<file path="src/rtl/demux1to3_stream_if.sv">
// ---------------------------------------------------------------------------
// demux1to3_stream_if
// Bundle of the stream signals around the 1-to-3 demultiplexer.
//   in_valid/in_ready/in_sel/in_data : upstream stream with 2-bit destination
//   outN_valid/outN_ready/outN_data  : the three downstream channels (N=0..2)
// Modports:
//   master : the environment side. It drives the input stream and the
//            consumer readies, and observes in_ready and the channel outputs.
//   slave  : the demultiplexer side.
// ---------------------------------------------------------------------------
interface demux1to3_stream_if #(
  parameter int WIDTH = 8
);
  logic             in_valid;
  logic             in_ready;
  logic [1:0]       in_sel;
  logic [WIDTH-1:0] in_data;

  logic             out0_valid;
  logic             out0_ready;
  logic [WIDTH-1:0] out0_data;
  logic             out1_valid;
  logic             out1_ready;
  logic [WIDTH-1:0] out1_data;
  logic             out2_valid;
  logic             out2_ready;
  logic [WIDTH-1:0] out2_data;

  modport master (
    output in_valid, in_sel, in_data,
    input  in_ready,
    input  out0_valid, out0_data, out1_valid, out1_data, out2_valid, out2_data,
    output out0_ready, out1_ready, out2_ready
  );

  modport slave (
    input  in_valid, in_sel, in_data,
    output in_ready,
    output out0_valid, out0_data, out1_valid, out1_data, out2_valid, out2_data,
    input  out0_ready, out1_ready, out2_ready
  );
endinterface

</file>
<file path="src/rtl/demux1to3_stream.sv">
// ---------------------------------------------------------------------------
// demux1to3_stream
// Registered 1-to-3 stream demultiplexer. Each accepted input word goes to
// one of three channels, selected by in_sel. Every channel has a 1-entry
// output register with its own back-pressure. A select of 3 is illegal: the
// word is taken and dropped, and the error is recorded.
// Ports:
//   clk       : rising-edge clock
//   rst       : asynchronous active-high reset
//   s         : stream interface (slave modport), with the input stream and
//               the out0..out2 channels
//   err_clr   : synchronous clear of err_flag and err_count
//   err_flag  : sticky flag, set when an illegal select was accepted
//   err_count : count of illegal selects accepted; saturates at all-ones
// ---------------------------------------------------------------------------
module demux1to3_stream #(
  parameter int WIDTH     = 8,
  parameter int ERR_CNT_W = 8
) (
  input  logic                 clk,
  input  logic                 rst,
  demux1to3_stream_if.slave    s,
  input  logic                 err_clr,
  output logic                 err_flag,
  output logic [ERR_CNT_W-1:0] err_count
);

  logic [2:0]       out_ready_w;
  logic [2:0]       free_w;
  logic             in_ready_w;
  logic             accept_w;
  logic             illegal_acc_w;

  assign out_ready_w = {s.out2_ready, s.out1_ready, s.out0_ready};

  // in_ready depends only on the select and the channel state, never on
  // in_valid. An illegal select is always taken so that it cannot stall
  // the upstream source.
  always_comb begin
    in_ready_w = 1'b1;
    case (s.in_sel)
      2'd0:    in_ready_w = free_w[0];
      2'd1:    in_ready_w = free_w[1];
      2'd2:    in_ready_w = free_w[2];
      default: in_ready_w = 1'b1;
    endcase
  end

  assign s.in_ready    = in_ready_w;
  assign accept_w      = s.in_valid && in_ready_w;
  assign illegal_acc_w = accept_w && (s.in_sel == 2'd3);

  // One output register per channel. A channel is free when it is empty or
  // its word leaves this cycle. This allows a load and a drain in the same
  // cycle, which gives one word per cycle per channel.
  genvar gi;
  generate
    for (gi = 0; gi < 3; gi++) begin : g_chan
      logic             load_w;
      logic             valid_q;
      logic             valid_d;
      logic [WIDTH-1:0] data_q;
      logic [WIDTH-1:0] data_d;

      assign free_w[gi] = !valid_q || out_ready_w[gi];
      assign load_w     = accept_w && (s.in_sel == 2'(gi));

      always_comb begin
        valid_d = valid_q;
        data_d  = data_q;
        if (load_w) begin
          valid_d = 1'b1;
          data_d  = s.in_data;
        end else if (valid_q && out_ready_w[gi]) begin
          // Drain only. The data keeps its last value.
          valid_d = 1'b0;
        end
      end

      always_ff @(posedge clk or posedge rst) begin
        if (rst) begin
          valid_q <= 1'b0;
          data_q  <= '0;
        end else begin
          valid_q <= valid_d;
          data_q  <= data_d;
        end
      end
    end
  endgenerate

  assign s.out0_valid = g_chan[0].valid_q;
  assign s.out0_data  = g_chan[0].data_q;
  assign s.out1_valid = g_chan[1].valid_q;
  assign s.out1_data  = g_chan[1].data_q;
  assign s.out2_valid = g_chan[2].valid_q;
  assign s.out2_data  = g_chan[2].data_q;

  // Error tracking. When a clear and an illegal accept happen in the same
  // cycle, the new error wins, and the count restarts at one.
  logic                 err_flag_q;
  logic                 err_flag_d;
  logic [ERR_CNT_W-1:0] err_count_q;
  logic [ERR_CNT_W-1:0] err_count_d;

  always_comb begin
    err_flag_d  = err_flag_q;
    err_count_d = err_count_q;
    if (illegal_acc_w) begin
      err_flag_d = 1'b1;
      if (err_clr) begin
        err_count_d = ERR_CNT_W'(1);
      end else if (err_count_q != '1) begin
        err_count_d = err_count_q + ERR_CNT_W'(1);
      end
    end else if (err_clr) begin
      err_flag_d  = 1'b0;
      err_count_d = '0;
    end
  end

  always_ff @(posedge clk or posedge rst) begin
    if (rst) begin
      err_flag_q  <= 1'b0;
      err_count_q <= '0;
    end else begin
      err_flag_q  <= err_flag_d;
      err_count_q <= err_count_d;
    end
  end

  assign err_flag  = err_flag_q;
  assign err_count = err_count_q;

endmodule

</file>
<file path="src/flat_wrapper.sv">
// flat-port wrapper written by rule: the top's interface ports become plain ports
module demux1to3_stream_flat 
#(
  parameter int WIDTH     = 8,
  parameter int ERR_CNT_W = 8
)
  (clk, rst, err_clr, err_flag, err_count, s_in_valid, s_in_sel, s_in_data, s_in_ready, s_out0_valid, s_out0_data, s_out1_valid, s_out1_data, s_out2_valid, s_out2_data, s_out0_ready, s_out1_ready, s_out2_ready);
  demux1to3_stream_if #(.WIDTH(WIDTH)) s_i ();
  input  logic clk;
  input  logic rst;
  input  logic err_clr;
  output logic err_flag;
  output logic [ERR_CNT_W-1:0] err_count;
  input wire logic [$bits(s_i.in_valid)-1:0] s_in_valid;
  input wire logic [$bits(s_i.in_sel)-1:0] s_in_sel;
  input wire logic [$bits(s_i.in_data)-1:0] s_in_data;
  output wire logic [$bits(s_i.in_ready)-1:0] s_in_ready;
  output wire logic [$bits(s_i.out0_valid)-1:0] s_out0_valid;
  output wire logic [$bits(s_i.out0_data)-1:0] s_out0_data;
  output wire logic [$bits(s_i.out1_valid)-1:0] s_out1_valid;
  output wire logic [$bits(s_i.out1_data)-1:0] s_out1_data;
  output wire logic [$bits(s_i.out2_valid)-1:0] s_out2_valid;
  output wire logic [$bits(s_i.out2_data)-1:0] s_out2_data;
  input wire logic [$bits(s_i.out0_ready)-1:0] s_out0_ready;
  input wire logic [$bits(s_i.out1_ready)-1:0] s_out1_ready;
  input wire logic [$bits(s_i.out2_ready)-1:0] s_out2_ready;
  assign s_i.in_valid = s_in_valid;
  assign s_i.in_sel = s_in_sel;
  assign s_i.in_data = s_in_data;
  assign s_in_ready = s_i.in_ready;
  assign s_out0_valid = s_i.out0_valid;
  assign s_out0_data = s_i.out0_data;
  assign s_out1_valid = s_i.out1_valid;
  assign s_out1_data = s_i.out1_data;
  assign s_out2_valid = s_i.out2_valid;
  assign s_out2_data = s_i.out2_data;
  assign s_i.out0_ready = s_out0_ready;
  assign s_i.out1_ready = s_out1_ready;
  assign s_i.out2_ready = s_out2_ready;
  demux1to3_stream #(.WIDTH(WIDTH), .ERR_CNT_W(ERR_CNT_W)) u_core (.clk(clk), .rst(rst), .s(s_i), .err_clr(err_clr), .err_flag(err_flag), .err_count(err_count));
endmodule
</file>
<file path="config.mk">
export PLATFORM = sky130hd
export DESIGN_NAME = demux1to3_stream_flat
export DESIGN_NICKNAME = d
export VERILOG_FILES = /design/src/rtl/demux1to3_stream_if.sv /design/src/rtl/demux1to3_stream.sv /design/src/flat_wrapper.sv
export SDC_FILE = /design/constraint.sdc
export NUM_CORES = 1
export LEC_CHECK = 0
export ABC_AREA = 1
export ABC_CLOCK_PERIOD_IN_PS = 1500
export BUFFER_PORTS_ARGS = -buffer_cell sky130_fd_sc_hd__buf_2
export CORE_MARGIN = 3
export CORE_UTILIZATION = 35
export CTS_BUF_LIST = sky130_fd_sc_hd__clkbuf_8
export CTS_CLUSTER_SIZE = 14
export DETAILED_ROUTE_END_ITERATION = 12
export PLACE_DENSITY = 0.63
export SETUP_SLACK_MARGIN = 0.4
export SLEW_MARGIN = 30
export SYNTH_ARGS = -nofsm -noshare
export SYNTH_HDL_FRONTEND = slang
export SYNTH_SLANG_ARGS = --single-unit
export TNS_END_PERCENT = 10
</file>
<file path="constraint.sdc">
create_clock -name clk -period 1.5 [get_ports clk]
set_input_delay 0.3 -clock clk [delete_from_list [all_inputs] [get_ports clk]]
set_output_delay 0.3 -clock clk [all_outputs]
set_load 0.02 [all_outputs]
</file>
=== Word level (Yosys, flattened, before mapping) ===
Cells that the tools add are included.

* Equality and inequality tests: 4
* Bitwise operators: 0
* Divide/modulo/power cells: 0
* Order comparisons: 0
* Shift operators: 0
* Reductions and logical operators: 21
* Mux-type cells: 13
* $add $sub $neg: 1
* $mul: 0

{| class="wikitable"
|+ Operator list
! operator !! count
|-
| $mux 8 || 4
|-
| $reduce_bool 2->1 || 5
|-
| $add 8x1->8 const B || 1
|-
| $logic_and 1x1->1 || 8
|-
| $mux 1 || 8
|-
| $ne 8x8->1 const B || 1
|-
| $eq 2x2->1 const B || 2
|-
| $logic_not 1->1 || 3
|-
| $logic_or 1x1->1 || 3
|-
| $pmux 1 s3 || 1
|-
| $eq 2x1->1 const B || 1
|-
| $logic_not 2->1 || 1
|-
| $reduce_and 2->1 || 1
|}

* RAM bits: 0
* Output and inout bits: 37
* Memories: 0
* Bits in latches: 0
* Flip-flop bits (word level): 36
* Bits of input ports: 17
* Bits in read-only memories: 0

=== Depth between registers and ports, before layout ===
Gate-level depths: netlist of run 1.

* Depth in word-level cells: 7
* Depth in mapped cells: 8

=== Worst setup path before layout of run 1 ===
OpenSTA, ideal clock, no wires.

* Kind: flip-flop to flip-flop
* From: register u_core.err_count_q[1] (netlist: u_core.err_count[1])
* To: register u_core.err_count_q[5] (netlist: u_core.err_count[5])
* Library setup time: 0.140 ns
* Buffers on the path: 0
* Clock period less this slack: 1.543 ns
* Arrival time: 1.404 ns
* Setup slack: -0.043 ns
* Stages on the path, launching flop included: 7
* Cells stage by stage: dfrtp_1 > ha_1 > nand2_1 > nor2_1 > nand2_1 > a21oi_1 > o21ai_0

* Longest elaborated chain between the ends: 4
* Elaborated cells on any way between the ends: 7
* Those cells by class: 1 x add/sub; 1 x eq/ne; 3 x mux; 2 x reduce/logical

{| class="wikitable"
|+ Ends and longest elaborated chain
! item !! line !! RTL
|-
| start: declaration || demux1to3_stream.sv:103 || <nowiki>logic [ERR_CNT_W-1:0] err_count_q;</nowiki>
|-
| start signal: assignment || demux1to3_stream.sv:128 || <nowiki>err_count_q <= err_count_d;</nowiki>
|-
| $add 8x1->8 || demux1to3_stream.sv:114 || <nowiki>err_count_d = err_count_q + ERR_CNT_W'(1);</nowiki>
|-
| $mux 8 || demux1to3_stream.sv:113 || <nowiki>end else if (err_count_q != '1) begin</nowiki>
|-
| $mux 8 || demux1to3_stream.sv:111 || <nowiki>if (err_clr) begin</nowiki>
|-
| $mux 8 || demux1to3_stream.sv:109 || <nowiki>if (illegal_acc_w) begin</nowiki>
|}

Parallel ways exist; a longest one is shown, timed or not. The select of a mux whose other input is x is not followed.
A chain may end at the register's enable or synchronous reset.

=== Final worst setup path of run 1 ===
* From: register u_core.g_chan[0].valid_q (netlist: u_core.s.out0_valid)
* To: output port s_in_ready

* Longest elaborated chain between the ends: 3

{| class="wikitable"
|+ Ends and longest elaborated chain
! item !! line !! RTL
|-
| start: declaration || demux1to3_stream.sv:60 || <nowiki>logic valid_q;</nowiki>
|-
| start signal: assignment || demux1to3_stream.sv:85 || <nowiki>valid_q <= valid_d;</nowiki>
|-
| $logic_not 1->1 || demux1to3_stream.sv:65 || <nowiki>assign free_w[gi] = !valid_q || out_ready_w[gi];</nowiki>
|-
| $logic_or 1x1->1 || demux1to3_stream.sv:65 ||
|-
| $pmux 1 s3 || demux1to3_stream.sv:41 || <nowiki>case (s.in_sel)</nowiki>
|-
| end: declaration || flat_wrapper.sv:17 || <nowiki>output wire logic [$bits(s_i.in_ready)-1:0] s_in_ready;</nowiki>
|}

Every way passes these cells.

==> parameters.txt, run 1 <==
Parameter                              Value

Die
  Number of placed I/O pins ... 54
  Starting density of the core ... 0.365
  Die Span X ... 76.6 um
  Die extent in y ... 76.6 um
  Core outline area ... 4790 um^2
  Number of core rows ... 25
  Area of the die ... around 6000 um^2

Finish
  Inserted Diodes ... 0
  Ratio of cells with drive above 1 in the final layout ... 0.357
  Commonest non-fill, non-tap cell in the layout ... sky130_fd_sc_hd__nand2_1
  Final cell utilization of the core ... 0.488
  Final Net Count ... 286
  Commonest non-fill, non-tap cells in the layout ... 71 x sky130_fd_sc_hd__nand2_1, 52 x sky130_fd_sc_hd__buf_2, 34 x sky130_fd_sc_hd__dfrtp_1, 24 x sky130_fd_sc_hd__nand4_1
  Storage cell area ... 903 um^2
  Finished Cell Area ... 2330 um^2
  Layout overhead on the synthesized area ... 33.7%
  Fill cell instance count of the final layout ... between 400 and 500
  Area occupied by multi-input gates ... 791 um^2

Worst setup path
  Worst R2R Setup Slack ... 190 ps
  Maximum net fanout on the critical path ... 2
  Kind of cell adding the most delay to the critical path ... flip-flops
  Length in cells of the worst reg-to-reg path ... 8
  Chain of cells forming the critical path ... inv_2 > o21ai_4 > nand3_4 > buf_6
  Peak per-stage delay on the critical path ... about 360 ps
  Data arrival time at the worst-slack endpoint ... ~1100 ps
  Critical path startpoint category ... register
  Type of the setup path with the least slack ... register to output pin
  Reg2Reg Capture Point ... u_core.s.out2_data[3]$_DFFE_PP0P_
  Worst path bufs/invs ... 2
  Source of the critical timing path ... u_core.s.out0_valid$_DFFE_PP0P_
  Data required time of the worst path ... 1200 ps
  Launch instance of the worst register-to-register path ... u_core.s.out2_valid$_DFFE_PP0P_
  Library cell contributing the largest single delay on the critical path ... sky130_fd_sc_hd__dfrtp_1
  Endpoint kind of the worst setup timing path ... output pin

Power
  IR drop worst, VDD ... around 470 uV
  Leakage ... around 1.2 nW
  P per Cell Area ... about 1100 nW/um^2

Clocking
  Buffer type at the clock tree root ... sky130_fd_sc_hd__clkbuf_8
  Hold_buf cts ... 0
  H-Tree Depth ... 2
  Skew-Pair Late Insertion Delay ... 290 ps
  Largest buffer count on any clock path ... 2
  Clock sink count ... 36
  Clock edge transition at the registers on the reported setup and hold paths ... 70 ps
  CTS tree ... yes
  CTS Buf Count ... 5

Logic synthesis
  Fraction of synthesized cell area taken by the top area cell type ... 0.516
  Cell types with the largest area share after synthesis ... sky130_fd_sc_hd__dfrtp_1 52%, sky130_fd_sc_hd__nand2_1 16%, sky130_fd_sc_hd__nand4_1 8.6%, sky130_fd_sc_hd__nand3_4 4.0%, sky130_fd_sc_hd__inv_1 3.0%
  Net count of the mapped netlist ... about 220
  Number of synthesized register bits ... 36
  Cell Area, Synth ... 1750 um^2
  Biggest area consumer among synthesized cells ... sky130_fd_sc_hd__dfrtp_1
  Count of warnings emitted by yosys ... 0
  Number of distinct library cells after synthesis ... 24
  Sequential share of the synthesized area ... 0.516
  Gate count after technology mapping ... 199
  Syn_area_per_cell ... 8.77 um^2

STA
  Worst slew slack as a fraction of its limit ... 0.695
  Clock Skews ... 8.99 ps
  Final sum of negative setup slack ... 0 ps
  Tmin final ... 1370 ps
  Max Transition Viols Final ... 0
  Setup repair after global routing missed its margin ... yes
  Fin worst setup slack ... around 130 ps
  Endpoints failing setup ... 0
  Highest clock rate ... 0.732 GHz
  Final number of hold-violating endpoints ... 0
  Portion of the clock cycle consumed by the worst path in the final layout ... 0.910
  Transition time at the pin with the least slew margin ... about 460 ps

Global routing
  Overflow left after global routing ... 0
  Vias in the first global route ... 1,418
  First-pass GRT wire length ... between 6 and 7 mm
  Antenna violations before repair ... 0
  GRT Util Overall ... 0.146
  Pin count of the biggest net entering global routing ... 37

Route
  Post-detailed-route DRC marker count ... 0
  Routed wire length ... 4.17 mm
  Average vias per placed instance ... 4.57
  Wire per inst ... 12.4 um
  Via total after detailed routing ... 1,536
  Drt initial violations ... between 80 and 90
  Residual antenna-violating net count after detailed routing ... 0
  Number of search-and-repair iterations in the first detailed-routing pass ... 4

Status
  Run status ... complete, no violations

Min path
  Path class of the lowest-slack min-delay path ... primary input to asynchronous set/reset pin

Placement
  IO buf count ... 53
  Placed instance area ... between 2000 and 2500 um^2
  Placed wire-length estimate ... 3.07 mm
  Minimum setup slack after placement ... 91.7 ps
  Last weighted congestion value of the routability-driven placer ... 0.769

Flow run
  Max Cap Violations ... 0
==> where the power goes <==
part	total [mW]	switching [mW]	internal, mW
Combinational	0.666	0.442	0.224
Sequential	1.19	0.0728	1.12
Clock	0.826	0.340	0.486
==> state kept, by name, indices dropped and copies added (netlist names) <==
| register | count |
|---|---|
| u_core.err_count | 8 |
| u_core.err_flag | 1 |
| u_core.s.out0_data | 8 |
| u_core.s.out0_valid | 1 |
| u_core.s.out1_data | 8 |
| u_core.s.out1_valid | 1 |
| u_core.s.out2_data | 8 |
| u_core.s.out2_valid | 1 |
==> synth_stat cells <==
| master | number |
|---|---|
| sky130_fd_sc_hd__nand2_1 | 75 |
| sky130_fd_sc_hd__dfrtp_1 | 36 |
| sky130_fd_sc_hd__nand4_1 | 24 |
| sky130_fd_sc_hd__inv_1 | 14 |
| sky130_fd_sc_hd__nand3_1 | 9 |
| sky130_fd_sc_hd__nor2_1 | 8 |
| sky130_fd_sc_hd__o21ai_0 | 7 |
| sky130_fd_sc_hd__nand3_4 | 4 |
| sky130_fd_sc_hd__a21oi_1 | 3 |
| sky130_fd_sc_hd__buf_2 | 3 |
| sky130_fd_sc_hd__buf_8 | 2 |
| sky130_fd_sc_hd__o22ai_1 | 2 |
| sky130_fd_sc_hd__a31oi_1 | 1 |
| sky130_fd_sc_hd__clkbuf_1 | 1 |
| sky130_fd_sc_hd__ha_1 | 1 |
| sky130_fd_sc_hd__inv_2 | 1 |
| sky130_fd_sc_hd__nand2_4 | 1 |
| sky130_fd_sc_hd__nand3b_1 | 1 |
| sky130_fd_sc_hd__nor2_2 | 1 |
| sky130_fd_sc_hd__nor2_4 | 1 |
| sky130_fd_sc_hd__nor2_8 | 1 |
| sky130_fd_sc_hd__o21ai_2 | 1 |
| sky130_fd_sc_hd__o21bai_1 | 1 |
| sky130_fd_sc_hd__xnor2_1 | 1 |
==> per-stage QoR <==
| stage | hold WS (ps) | instances | power (mW) |
|---|---|---|---|
| floorplan | 396 | 199 | 1.62 |
| global placement | 432 | 324 | 1.85 |
| detailed placement | 436 | 324 | 1.86 |
| CTS | 122 | 335 | 2.71 |
| global route | 185 | 336 | 2.84 |
| finish | 104 | 336 | 2.68 |
==> how the worst max path moves through the flow <==
| stage | depth (start not counted) | slack, ps | end |
|---|---|---|---|
| finish | 4 | 130 | s_in_ready |
| global route | 4 | 70 | s_in_ready |
| CTS | 4 | 90 | s_in_ready |
| detailed placement | 9 | 90 | u_core.s.out2_data[3]$_DFFE_PP0P_ |
| global placement | 5 | 110 | u_core.err_count[4]$_DFFE_PP0P_ |
| floorplan | 5 | 150 | s_in_ready |
==> cell families after synthesis <==
family	share of synthesized area
and+or+nand+nor	0.363
DFF	0.516
buffers and inverters	0.0602
AOI/OAI and AO/OA	0.0487
xor gates and xnor gates	0.00502
adders and majority gates	0.00717
==> cell type report <==
type,instances,area share
Sequential cell,36,0.387
Multi-Input combinational cell,142,0.339
Timing Repair Buffer,68,0.168
Tap cell,67,0.0359
Clock buffer,5,0.0295
Inverter,15,0.0241
Clock inverter,3,0.0166
==> repair_timing <==
item / 4_1_cts / 5_1_grt
pin swaps: 9 / 2
setup endpoints to repair: 69 / 71
gates resized for setup: 9 / 4
gates cloned: 0 / 0
buffers inserted: 3 / 1
==> worst reg2reg max path, delay by kind of cell, from the launching register on <==
family / cells / cell delay [ps]
buf+inv: 2 / 300
flops: 1 / 390
simple gates: 6 / 510
==> metal layers <==
layer	vias up	track usage	share of wire
met1	701	0.189	0.49
met2	28	0.228	0.45
met4	0	0.0489	0.015
li1	802	-	-
met3	5	0.0496	0.050
met5	-	0	0
No activity file was read; power rests on OpenSTA's default activity.
==> run 2, diff against run 1 <==
ABC_AREA = not set   (was 1)
PLACE_DENSITY = 0.64   (was 0.63)
==> parameters.txt, run 2 <==
Parameter                              Value

Route
  Drt initial violations ... a little under 100
  Residual antenna-violating net count after detailed routing ... 0
  Wire per inst ... 17.6 um
  Number of search-and-repair iterations in the first detailed-routing pass ... 4
  Post-detailed-route DRC marker count ... 0
  Routed wire length ... between 4 and 5 mm
  Average vias per placed instance ... 5.19
  Via total after detailed routing ... 1,267

Die
  Die Span X ... 73.4 um
  Starting density of the core ... 0.379
  Core outline area ... 4200 um^2
  Number of core rows ... 23
  Number of placed I/O pins ... 54
  Area of the die ... 5390 um^2
  Die extent in y ... 73.4 um

STA
  Clock Skews ... 4.48 ps
  Worst slew slack as a fraction of its limit ... 0.693
  Final number of hold-violating endpoints ... 0
  Portion of the clock cycle consumed by the worst path in the final layout ... 0.999
  Endpoints failing setup ... 0
  Highest clock rate ... approximately 0.67 GHz
  Transition time at the pin with the least slew margin ... 460 ps
  Tmin final ... 1500 ps
  Max Transition Viols Final ... 0
  Worst hold margin ... 105 ps
  Setup repair after global routing missed its margin ... yes

Global routing
  GRT Util Overall ... 0.154
  Overflow left after global routing ... 0
  Antenna violations before repair ... 0
  First-pass GRT wire length ... 6.31 mm
  Vias in the first global route ... 1,305
  Pin count of the biggest net entering global routing ... 37

Clocking
  Buffer type at the clock tree root ... sky130_fd_sc_hd__clkbuf_8
  Clock edge transition at the registers on the reported setup and hold paths ... 70 ps
  Clock sink count ... 36
  CTS Buf Count ... 5
  H-Tree Depth ... 2
  Largest buffer count on any clock path ... 2
  Skew-Pair Late Insertion Delay ... 290 ps
  CTS tree ... yes

Finish
  Inserted Diodes ... 0
  Non-filler instance count after layout ... 244
  Ratio of cells with drive above 1 in the final layout ... 0.680
  Final Net Count ... between 200 and 250
  Commonest non-fill, non-tap cell in the layout ... sky130_fd_sc_hd__buf_6
  Commonest non-fill, non-tap cells in the layout ... 39 x sky130_fd_sc_hd__buf_6, 29 x sky130_fd_sc_hd__dfrtp_1, 18 x sky130_fd_sc_hd__buf_2, 16 x sky130_fd_sc_hd__mux2_2
  Layout overhead on the synthesized area ... 59.7%

Logic synthesis
  Cell Area, Synth ... approximately 1600 um^2
  Most used standard cell by instance count after synthesis ... sky130_fd_sc_hd__dfrtp_1
  Cell types with the largest area share after synthesis ... sky130_fd_sc_hd__dfrtp_1 57%, sky130_fd_sc_hd__mux2_2 18%, sky130_fd_sc_hd__and4_1 1.7%, sky130_fd_sc_hd__and3_1 1.6%, sky130_fd_sc_hd__nand2b_1 1.6%
  Share of flip-flops with an asynchronous set or reset after synthesis ... 1.00
  Count of warnings emitted by yosys ... 0
  Top cells by instance count after synthesis ... 36 x sky130_fd_sc_hd__dfrtp_1, 25 x sky130_fd_sc_hd__mux2_2, 5 x sky130_fd_sc_hd__nand2_1
  Biggest area consumer among synthesized cells ... sky130_fd_sc_hd__dfrtp_1
  Flip-flop cell with the highest count after synthesis ... sky130_fd_sc_hd__dfrtp_1
  Sequential share of the synthesized area ... 0.566
  Syn_area_per_cell ... 12.9 um^2
  Net count of the mapped netlist ... 141
  Number of enable flip-flop cells after synthesis ... 0
  Number of synthesized register bits ... 36
  Fraction of synthesized cell area taken by the top area cell type ... 0.566
  Number of distinct library cells after synthesis ... 34
  Gate count after technology mapping ... 123

Worst setup path
  Chain of cells forming the critical path ... ha_4 > and4_4 > a211oi_4 > mux2_4
  Data arrival time at the worst-slack endpoint ... 1670 ps
  Library cell contributing the largest single delay on the critical path ... sky130_fd_sc_hd__dfrtp_2
  Data required time of the worst path ... 1680 ps
  Type of the setup path with the least slack ... register to register
  Endpoint kind of the worst setup timing path ... register
  Maximum net fanout on the critical path ... 5
  Peak per-stage delay on the critical path ... 450 ps
  Critical path startpoint category ... register

Placement
  IO buf count ... 53
  Placed wire-length estimate ... 2.72 mm
  Number of cells after detailed placement ... 228
  Last weighted congestion value of the routability-driven placer ... 0.780

Status
  Run status ... complete, no violations

Min path
  Path class of the lowest-slack min-delay path ... primary input to asynchronous set/reset pin

Power
  P per Cell Area ... between 1000 and 1500 nW/um^2
  IR drop worst, VDD ... ~570 uV
  Leakage ... 1.15 nW

Flow run
  Max Cap Violations ... 0
## run 2: changes by cell type in the layout (fill, tap and decap cells not counted), moves of 7 or more
cell | before | now
sky130_fd_sc_hd__nand3_1 | 9 | 2
sky130_fd_sc_hd__nand4_1 | 24 | 1
sky130_fd_sc_hd__buf_6 | 1 | 39
sky130_fd_sc_hd__nand2_1 | 71 | 5
sky130_fd_sc_hd__mux2_2 | 0 | 16
sky130_fd_sc_hd__mux2_4 | 0 | 9
sky130_fd_sc_hd__buf_2 | 52 | 18
sky130_fd_sc_hd__inv_1 | 14 | 4
## run 2: what timing repair did
item / in CTS / in global routing
hold buffers: 0 / 0
setup endpoints to repair: 70 / 71
setup buffers: 6 / 2
resized for setup: 8 / 98
pin swaps: 3 / 16
## run 2: power breakdown
part           internal, mW  switching (mW)  leakage, nW  total, mW
clock network         0.486           0.339       0.0593      0.825
logic                 0.464           0.381        0.654      0.845
registers              1.12           0.115        0.436       1.24
## run 2: worst paths after layout
| check | from | to | slack [ps] | depth (start not counted) |
|---|---|---|---|---|
| worst max-delay path | u_core.err_count[1]$_DFFE_PP0P_ | u_core.err_count[3]$_DFFE_PP0P_ | 2 | 4 |
| worst min-delay path | rst | u_core.err_count[2]$_DFFE_PP0P_ | 110 | 3 |
| worst max register to register | u_core.err_count[1]$_DFFE_PP0P_ | u_core.err_count[3]$_DFFE_PP0P_ | 2 | 4 |
| worst min register to register | u_core.s.out0_data[5]$_DFFE_PP0P_ | u_core.s.out0_data[5]$_DFFE_PP0P_ | 530 | 1 |
| max in group asynchronous | rst | u_core.err_count[5]$_DFFE_PP0P_ | 1050 | 3 |
| min in group clk | s_in_data[3] | u_core.s.out1_data[3]$_DFFE_PP0P_ | 260 | 2 |
## run 2: kinds of logic after synthesis
family | synth area share
AOI/OAI and AO/OA | 0.0818
adders and majority gates | 0.00786
buffers and inverters | 0.0252
DFF | 0.566
muxes | 0.183
and+or+nand+nor | 0.136
## run 2: per-stage QoR
step                      power [mW]  cell area [um^2]  TNS (ps)  setup WS [ps]   util
after floorplan                 1.61              1640         0           13.7      -
after global placement          1.84              2020         0           69.4  0.480
after detailed placement        1.86              2020         0           12.6  0.480
after CTS                       2.70              2210         0           29.7  0.527
after global routing            3.05              2540     -66.9          -37.3  0.605
final                           2.91              2540         0           1.84  0.605
## run 2: worst max-delay path: cells and delay by family (launching register included)
kind / cells / cell delay, ps
AND/OR/NAND/NOR: 1 / 210
multiplexers: 1 / 320
flip-flops: 1 / 450
adder cells (fa/ha/maj): 1 / 180
AO/OA/AOI/OAI: 1 / 230
## run 2: area by class of cell
class | instances | area (um^2)
tap | 50 | 62.6
clock buffer | 5 | 68.8
fill | 333 | 1660
multi-input combinational | 79 | 815
inverter | 3 | 11.3
timing repair buffer | 68 | 637
clock inverter | 3 | 38.8
sequential | 36 | 910
## run 2: layer usage
| layer | vias to the layer above | routed length, um | global-route usage |
|---|---|---|---|
| li1 | 586 | - | - |
| met1 | 630 | 1730 | 0.179 |
| met2 | 42 | 2220 | 0.262 |
| met5 | - | 0 | 0 |
| met4 | 0 | 111 | 0.0684 |
| met3 | 9 | 237 | 0.0424 |
